==> config.mk <==
export PLATFORM = sky130hd
export DESIGN_NAME = int8_accum_stage
export DESIGN_NICKNAME = d
export VERILOG_FILES = /design/src/rtl/mlp_pkg.sv /design/src/rtl/sat_clamp.sv /design/src/rtl/int8_accum_stage.sv
export SDC_FILE = /design/constraint.sdc
export NUM_CORES = 1
export LEC_CHECK = 0
export ABC_AREA = 1
export CAP_MARGIN = 20
export CORE_ASPECT_RATIO = 0.6
export CORE_MARGIN = 2
export CORE_UTILIZATION = 56
export DETAILED_ROUTE_END_ITERATION = 6
export PLACE_DENSITY = 0.8
export SYNTH_ARGS = -nofsm -noshare
export SYNTH_HDL_FRONTEND = slang
export SYNTH_SLANG_ARGS = --single-unit
==> constraint.sdc <==
create_clock -name clk -period 3.53 [get_ports clk]
set_input_delay 0.8825 -clock clk [delete_from_list [all_inputs] [get_ports clk]]
set_output_delay 0.8825 -clock clk [all_outputs]
set_load 0.01 [all_outputs]
==> src/rtl/mlp_pkg.sv <==
// Shared MLP datapath types and helpers: handshake stage states, int8 limits
// and a width-generic saturating clamp used by both multiplier and accumulator.
package mlp_pkg;

    typedef enum logic {
        S_ACC,
        S_OUT
    } state_t;

    localparam int INT8_MAX = 127;
    localparam int INT8_MIN = -128;

    typedef struct packed {
        logic signed [63:0] value;
        logic               sat;
    } clamp_t;

    // Clamps a sign-extended value into the signed range of an out_w-bit word.
    function automatic clamp_t sat_clamp_fn(input logic signed [63:0] val, input int out_w);
        logic signed [63:0] hi;
        logic signed [63:0] lo;
        clamp_t             res;
        hi        = (64'sd1 <<< (out_w - 1)) - 64'sd1;
        lo        = -hi - 64'sd1;
        res.sat   = 1'b1;
        res.value = val;
        if (val > hi) begin
            res.value = hi;
        end else if (val < lo) begin
            res.value = lo;
        end else begin
            res.sat = 1'b0;
        end
        return res;
    endfunction

endpackage

==> src/rtl/sat_clamp.sv <==
// Combinational signed saturation from IN_W bits down to OUT_W bits,
// flagging whenever the input did not fit.
module sat_clamp
    import mlp_pkg::*;
#(
    parameter int IN_W  = 17,
    parameter int OUT_W = 16
) (
    input  logic signed [IN_W-1:0]  val_i,
    output logic signed [OUT_W-1:0] val_o,
    output logic                    sat_o
);

    clamp_t res;

    always_comb begin
        res   = sat_clamp_fn(64'(val_i), OUT_W);
        val_o = OUT_W'(res.value);
        sat_o = res.sat;
    end

endmodule

==> src/rtl/int8_accum_stage.sv <==
// Saturating dot-product accumulator: sums one vector of int8 products,
// requantises to int8 with optional ReLU and hands the result downstream.
module int8_accum_stage
    import mlp_pkg::*;
#(
    parameter int ACC_W   = 16,
    parameter int MAX_LEN = 64,
    parameter bit RELU_EN = 1'b1
) (
    input  logic                             clk,
    input  logic                             rst,
    input  logic                             in_valid,
    output logic                             in_ready,
    input  logic signed [7:0]                in_data,
    input  logic                             in_last,
    output logic                             out_valid,
    input  logic                             out_ready,
    output logic signed [7:0]                out_data,
    output logic                             out_sat,
    output logic [$clog2(MAX_LEN+1)-1:0]     out_len,
    output logic                             err_len
);

    localparam int LEN_W = $clog2(MAX_LEN + 1);

    state_t                   state_q, state_d;
    logic signed [ACC_W-1:0]  acc_q, acc_d;
    logic [LEN_W-1:0]         count_q, count_d;
    logic                     sat_q, sat_d;
    logic signed [7:0]        out_data_q, out_data_d;
    logic                     out_sat_q, out_sat_d;
    logic [LEN_W-1:0]         out_len_q, out_len_d;
    logic                     err_len_q, err_len_d;

    logic signed [ACC_W:0]    nsum;
    logic signed [ACC_W-1:0]  acc_next;
    logic                     acc_sat;
    logic signed [7:0]        q8;
    logic                     q8_sat;
    logic [LEN_W-1:0]         count_inc;
    logic                     beat;
    logic                     hit_max;
    logic                     relu_zero;

    assign nsum      = (ACC_W+1)'(acc_q) + (ACC_W+1)'(in_data);
    assign count_inc = count_q + LEN_W'(1);
    assign hit_max   = (count_inc == LEN_W'(MAX_LEN));
    assign beat      = in_valid && in_ready;

    sat_clamp #(.IN_W(ACC_W + 1), .OUT_W(ACC_W)) u_acc_clamp (
        .val_i (nsum),
        .val_o (acc_next),
        .sat_o (acc_sat)
    );

    sat_clamp #(.IN_W(ACC_W), .OUT_W(8)) u_out_clamp (
        .val_i (acc_next),
        .val_o (q8),
        .sat_o (q8_sat)
    );

    // A negative sum that ReLU maps to 0 is exact, so its int8 clamp is not reported.
    assign relu_zero = RELU_EN && acc_next[ACC_W-1];

    // Handshake outputs come straight from the state register, so out_ready never reaches in_ready.
    assign in_ready  = (state_q == S_ACC);
    assign out_valid = (state_q == S_OUT);
    assign out_data  = out_data_q;
    assign out_sat   = out_sat_q;
    assign out_len   = out_len_q;
    assign err_len   = err_len_q;

    always_comb begin
        // NOTE: every next-state variable gets its hold value first so no path infers a latch.
        state_d    = state_q;
        acc_d      = acc_q;
        count_d    = count_q;
        sat_d      = sat_q;
        out_data_d = out_data_q;
        out_sat_d  = out_sat_q;
        out_len_d  = out_len_q;
        err_len_d  = err_len_q;
        case (state_q)
            S_ACC: begin
                if (beat) begin
                    acc_d   = acc_next;
                    count_d = count_inc;
                    sat_d   = sat_q | acc_sat;
                    if (in_last || hit_max) begin
                        out_data_d = relu_zero ? 8'sd0 : q8;
                        out_sat_d  = sat_q | acc_sat | (q8_sat & ~relu_zero);
                        out_len_d  = count_inc;
                        err_len_d  = err_len_q | ~in_last;
                        acc_d      = '0;
                        count_d    = '0;
                        sat_d      = 1'b0;
                        state_d    = S_OUT;
                    end
                end
            end
            S_OUT: begin
                if (out_ready) begin
                    state_d = S_ACC;
                end
            end
            default: state_d = S_ACC;
        endcase
    end

    always_ff @(posedge clk) begin
        // NOTE: sequential state uses non-blocking assignments; reset is synchronous and wins over any update.
        if (rst) begin
            state_q    <= S_ACC;
            acc_q      <= '0;
            count_q    <= '0;
            sat_q      <= 1'b0;
            out_data_q <= '0;
            out_sat_q  <= 1'b0;
            out_len_q  <= '0;
            err_len_q  <= 1'b0;
        end else begin
            state_q    <= state_d;
            acc_q      <= acc_d;
            count_q    <= count_d;
            sat_q      <= sat_d;
            out_data_q <= out_data_d;
            out_sat_q  <= out_sat_d;
            out_len_q  <= out_len_d;
            err_len_q  <= err_len_d;
        end
    end

endmodule

==> results of run 1 <==
[critical path, stage by stage]
cell and delay (ps):
sky130_fd_sc_hd__clkdlybuf4s50_1 450, sky130_fd_sc_hd__buf_4 180, sky130_fd_sc_hd__ha_2 330, sky130_fd_sc_hd__a21oi_2 200
sky130_fd_sc_hd__nand2_1 110, sky130_fd_sc_hd__a21oi_2 190, sky130_fd_sc_hd__nand2_1 70, sky130_fd_sc_hd__nand2_1 100
sky130_fd_sc_hd__nand2_4 90, sky130_fd_sc_hd__inv_4 80, sky130_fd_sc_hd__nand2_8 60, sky130_fd_sc_hd__nand2_1 110
sky130_fd_sc_hd__nand2_1 90, sky130_fd_sc_hd__nor3_2 170, sky130_fd_sc_hd__nand2_2 130, sky130_fd_sc_hd__o21ai_1 200
sky130_fd_sc_hd__nand2_1 80
[layer usage]
metal  up-vias  share of wire
met5         -              0
met4         0          0.012
met3        10          0.099
met2       134           0.40
met1      1276           0.49
li1       1471              -
[cell type report]
class | count | share of cell area
timing repair buffer | 72 | 0.176
inverter | 43 | 0.0466
clock buffer | 5 | 0.0196
tap | 63 | 0.0224
clock inverter | 3 | 0.0114
multi-input combinational | 322 | 0.485
sequential | 42 | 0.239
[worst min-delay path by stage]
| stage | startpoint | end | slack (ps) | cells after the start |
|---|---|---|---|---|
| floorplan | acc_q[0] | acc_q[0] | 450 | 2 |
| detailed placement | out_data[3] | out_data[3] | 450 | 2 |
| finish | out_data[7] | out_data[7] | 460 | 2 |
| global placement | out_data[7] | out_data[7] | 420 | 2 |
| global route | out_data[7] | out_data[7] | 470 | 2 |
| CTS | out_data[5] | out_data[5] | 470 | 2 |
[sequential cells by signal (all words and copies together), names as in the netlist]
| name | flops |
|---|---|
| out_valid | 1 |
| sat_q | 1 |
| out_len | 7 |
| count_q | 7 |
| out_sat | 1 |
| err_len | 1 |
| out_data | 8 |
| acc_q | 16 |
[placed cells by master, fill, tap and decap left out, types with 4 or more instances in the layout]
cell	count
sky130_fd_sc_hd__ha_1	15
sky130_fd_sc_hd__xnor2_1	8
sky130_fd_sc_hd__nand3_1	17
sky130_fd_sc_hd__buf_4	41
sky130_fd_sc_hd__xor2_1	7
sky130_fd_sc_hd__clkdlybuf4s50_1	31
sky130_fd_sc_hd__a21oi_2	4
sky130_fd_sc_hd__inv_2	5
sky130_fd_sc_hd__nand2_2	13
sky130_fd_sc_hd__nor2_1	27
sky130_fd_sc_hd__o21ai_1	5
sky130_fd_sc_hd__a21oi_1	37
sky130_fd_sc_hd__inv_1	37
sky130_fd_sc_hd__dfxtp_1	42
sky130_fd_sc_hd__o21ai_0	13
sky130_fd_sc_hd__clkbuf_8	5
sky130_fd_sc_hd__nor3_1	4
sky130_fd_sc_hd__nand2_1	149
[synthesized netlist by cell type]
cell type                  instances  area [um2]
sky130_fd_sc_hd__nor2_1           27         101
sky130_fd_sc_hd__ha_1             17         213
sky130_fd_sc_hd__fa_1              1        20.0
sky130_fd_sc_hd__or2_1             2        12.5
sky130_fd_sc_hd__nor3_2            2        20.0
sky130_fd_sc_hd__o21ai_1           5        25.0
sky130_fd_sc_hd__nand2_1         150         563
sky130_fd_sc_hd__dfxtp_1          42         841
sky130_fd_sc_hd__o21ai_0          13        65.1
sky130_fd_sc_hd__nand3_2           1        10.0
sky130_fd_sc_hd__nand2_8           1        20.0
sky130_fd_sc_hd__a22oi_1           1        7.51
sky130_fd_sc_hd__buf_6             1        11.3
sky130_fd_sc_hd__clkbuf_1          5        18.8
sky130_fd_sc_hd__nand3b_1          1        7.51
sky130_fd_sc_hd__xor2_1            7        61.3
sky130_fd_sc_hd__nand2_4           2        22.5
sky130_fd_sc_hd__nand4_1           1        6.26
sky130_fd_sc_hd__inv_1            37         139
sky130_fd_sc_hd__buf_2             3        15.0
sky130_fd_sc_hd__nand2_2          12        75.1
sky130_fd_sc_hd__inv_2             5        18.8
sky130_fd_sc_hd__nand3_1          17        85.1
sky130_fd_sc_hd__a21oi_2           3        26.3
sky130_fd_sc_hd__a21oi_4           1        16.3
sky130_fd_sc_hd__xnor2_1           8        70.1
sky130_fd_sc_hd__nor3_1            4        20.0
sky130_fd_sc_hd__and3_1            2        12.5
sky130_fd_sc_hd__inv_4             1        6.26
sky130_fd_sc_hd__nor2_2            3        18.8
sky130_fd_sc_hd__a21oi_1          38         190
sky130_fd_sc_hd__o21bai_1          3        22.5
[power breakdown]
part | leakage, uW | total, uW | internal, uW | switching [uW]
Clock | 0.0000579 | 377 | 208 | 169
Combinational | 0.00130 | 489 | 215 | 274
Sequential | 0.000342 | 518 | 501 | 17.4
Total | 0.00170 | 1380 | 924 | 460
[through the flow]
step	instance area, um2	util	hold slack (ps)
2_1_floorplan	2740	-	449
3_3_place_gp	3380	0.729	415
3_5_place_dp	3380	0.729	448
4_1_cts	3490	0.752	465
5_1_grt	3520	0.758	467
6_report	3520	0.758	459
[kinds of logic (layout without fill, tap and decap cells)]
| group | after synthesis | in the layout | share of synthesized area |
|---|---|---|---|
| simple gates | 225 | 225 | 0.356 |
| compound gates | 64 | 64 | 0.129 |
| buf+inv | 52 | 123 | 0.0762 |
| flops | 42 | 42 | 0.307 |
| fa+ha+maj | 18 | 18 | 0.0849 |
| xor+xnor | 15 | 15 | 0.0479 |
[what timing repair did]
action | in CTS | in global routing
setup endpoints to repair | 0 | 8
setup buffers | 0 | 2
hold buffers | 0 | 0
resized for setup | 0 | 5
==> metrics.log, run 1 <==
[metrics] top-level port count: 32
[metrics] fin cells: 550
[metrics] routability congestion estimate: approximately 0.9
[metrics] antenna viol nets, final: 0
[metrics] number of hold violations in the final report: 0
[metrics] max capacitance violation total: 0
[metrics] run status: complete, no violations
[metrics] synthesized area divided by synthesized cell count: 6.59 um2
[metrics] total global routing overflow: 0
[metrics] register-to-register setup slack: 910 ps
[metrics] ratio of cells with drive above 1 in the final layout: 0.175
[metrics] sequential standard cell area: around 840 um2
[metrics] maximum level of the CTS H-tree: 2
[metrics] Crit path arrival time: 3540 ps
[metrics] total number of placement rows: 19
[metrics] drt via density: about 5.3
[metrics] origin of the worst setup path: in_data[7]
[metrics] Min Clock Period, post-route: 3350 ps
[metrics] fillcell total: 376
[metrics] cell count after placement: 540
[metrics] Total Die Area: 5490 um2
[metrics] number of cells produced by synthesis: roughly 420
[metrics] worst slew margin relative to its limit: 0.636
[metrics] critical path required time: 3720 ps
[metrics] hold crit path type: reg2reg
[metrics] sequential cell area fraction in the yosys report: 0.307
[metrics] clk root buf: sky130_fd_sc_hd__clkbuf_8
[metrics] static leakage power: around 0.0017 uW
[metrics] clock buffer count from CTS: 5
[metrics] antenna violations before repair: 0
[metrics] synthesized area: 2740 um2
[metrics] Crit Path Class: in2reg
[metrics] Slew Viols, Final: 0
[metrics] worst reg2reg startpoint: acc_q[0]
[metrics] met1 demand-to-capacity share in global routing: 0.439
[metrics] number of warnings printed during yosys synthesis: 0
[metrics] post-DR wirelength/cell: 13.4 um
[metrics] global-route wire length before repair: roughly 12000 um
[metrics] die height: slightly below 60 um
[metrics] largest net degree at the start of global routing: 17
[metrics] Detail Placement HPWL: 5680 um
[metrics] routed vias: 2891
[metrics] length in cells of the worst reg-to-reg path: 20
[metrics] Worst Clk Skew: 6.28 ps
[metrics] starting density of the core: 0.591
[metrics] x dimension of the die: 94.3 um
[metrics] wire length reported by the detailed router: 7370 um
[metrics] final sum of negative setup slack: 0 ps
[metrics] Total Nets Final: 517
[metrics] met3 global-route usage: 0.0689
[metrics] number of port buffers: 31
[metrics] CTS Sinks: 42
[metrics] end point of the critical path: out_data[3]
[metrics] core box area: 4640 um2
[metrics] Final period util: 0.950
[metrics] global routing met2 resource utilization: 0.403
[metrics] Multi-input gate area: between 1500 and 2000 um2
[metrics] signed area change from the synthesized netlist to the final layout: 28.3%
[metrics] maximum achievable frequency: 298 MHz
[metrics] final-report setup violation count: 0
[metrics] first drt pass iteration count: 5
[metrics] number of remaining DRC errors: 0
[metrics] total power per unit cell area: 394 nW/um2
[metrics] peak supply drop: between 300 and 400 uV
[metrics] maximum count of clock buffers along a single path: 2
[metrics] vias in the first global route: 2636
[metrics] busiest layer in global routing: met1
[metrics] net count after synthesis: 447
[metrics] transition time at the pin with the least slew margin: 544 ps
[metrics] count of distinct cell types in the synthesized netlist: 32
[metrics] source-to-sink clock delay at the later pin of the worst-skew pair: 300 ps
[metrics] final setup margin: 176 ps
[metrics] startpoint types: primary input
[metrics] worst slack, placed: -173 ps
[metrics] maximum fanout encountered on the critical timing path: 9
[metrics] synthesis-stage register bit count: 42
[metrics] total power consumption of the routed design: 1380 uW
[metrics] TritonCTS clock tree: yes
[metrics] clock transition at the registers of the reported paths: 80 ps
[metrics] element type at the critical path end: flip-flop
[metrics] number of diodes added for antenna fixing: 0
[metrics] end of the worst register-to-register path: out_data[3]
[metrics] DRC violation total after the first TritonRoute iteration: 198
[metrics] total global routing track utilization: 0.287
(Power assumes the default switching activity.)
==> run 2: changes to the inputs <==
Settings changed: CTS_CLUSTER_SIZE from default to 14.
==> results of run 2 <==
Same layout as run 1: the final DEF is identical, and so are final timing and power.
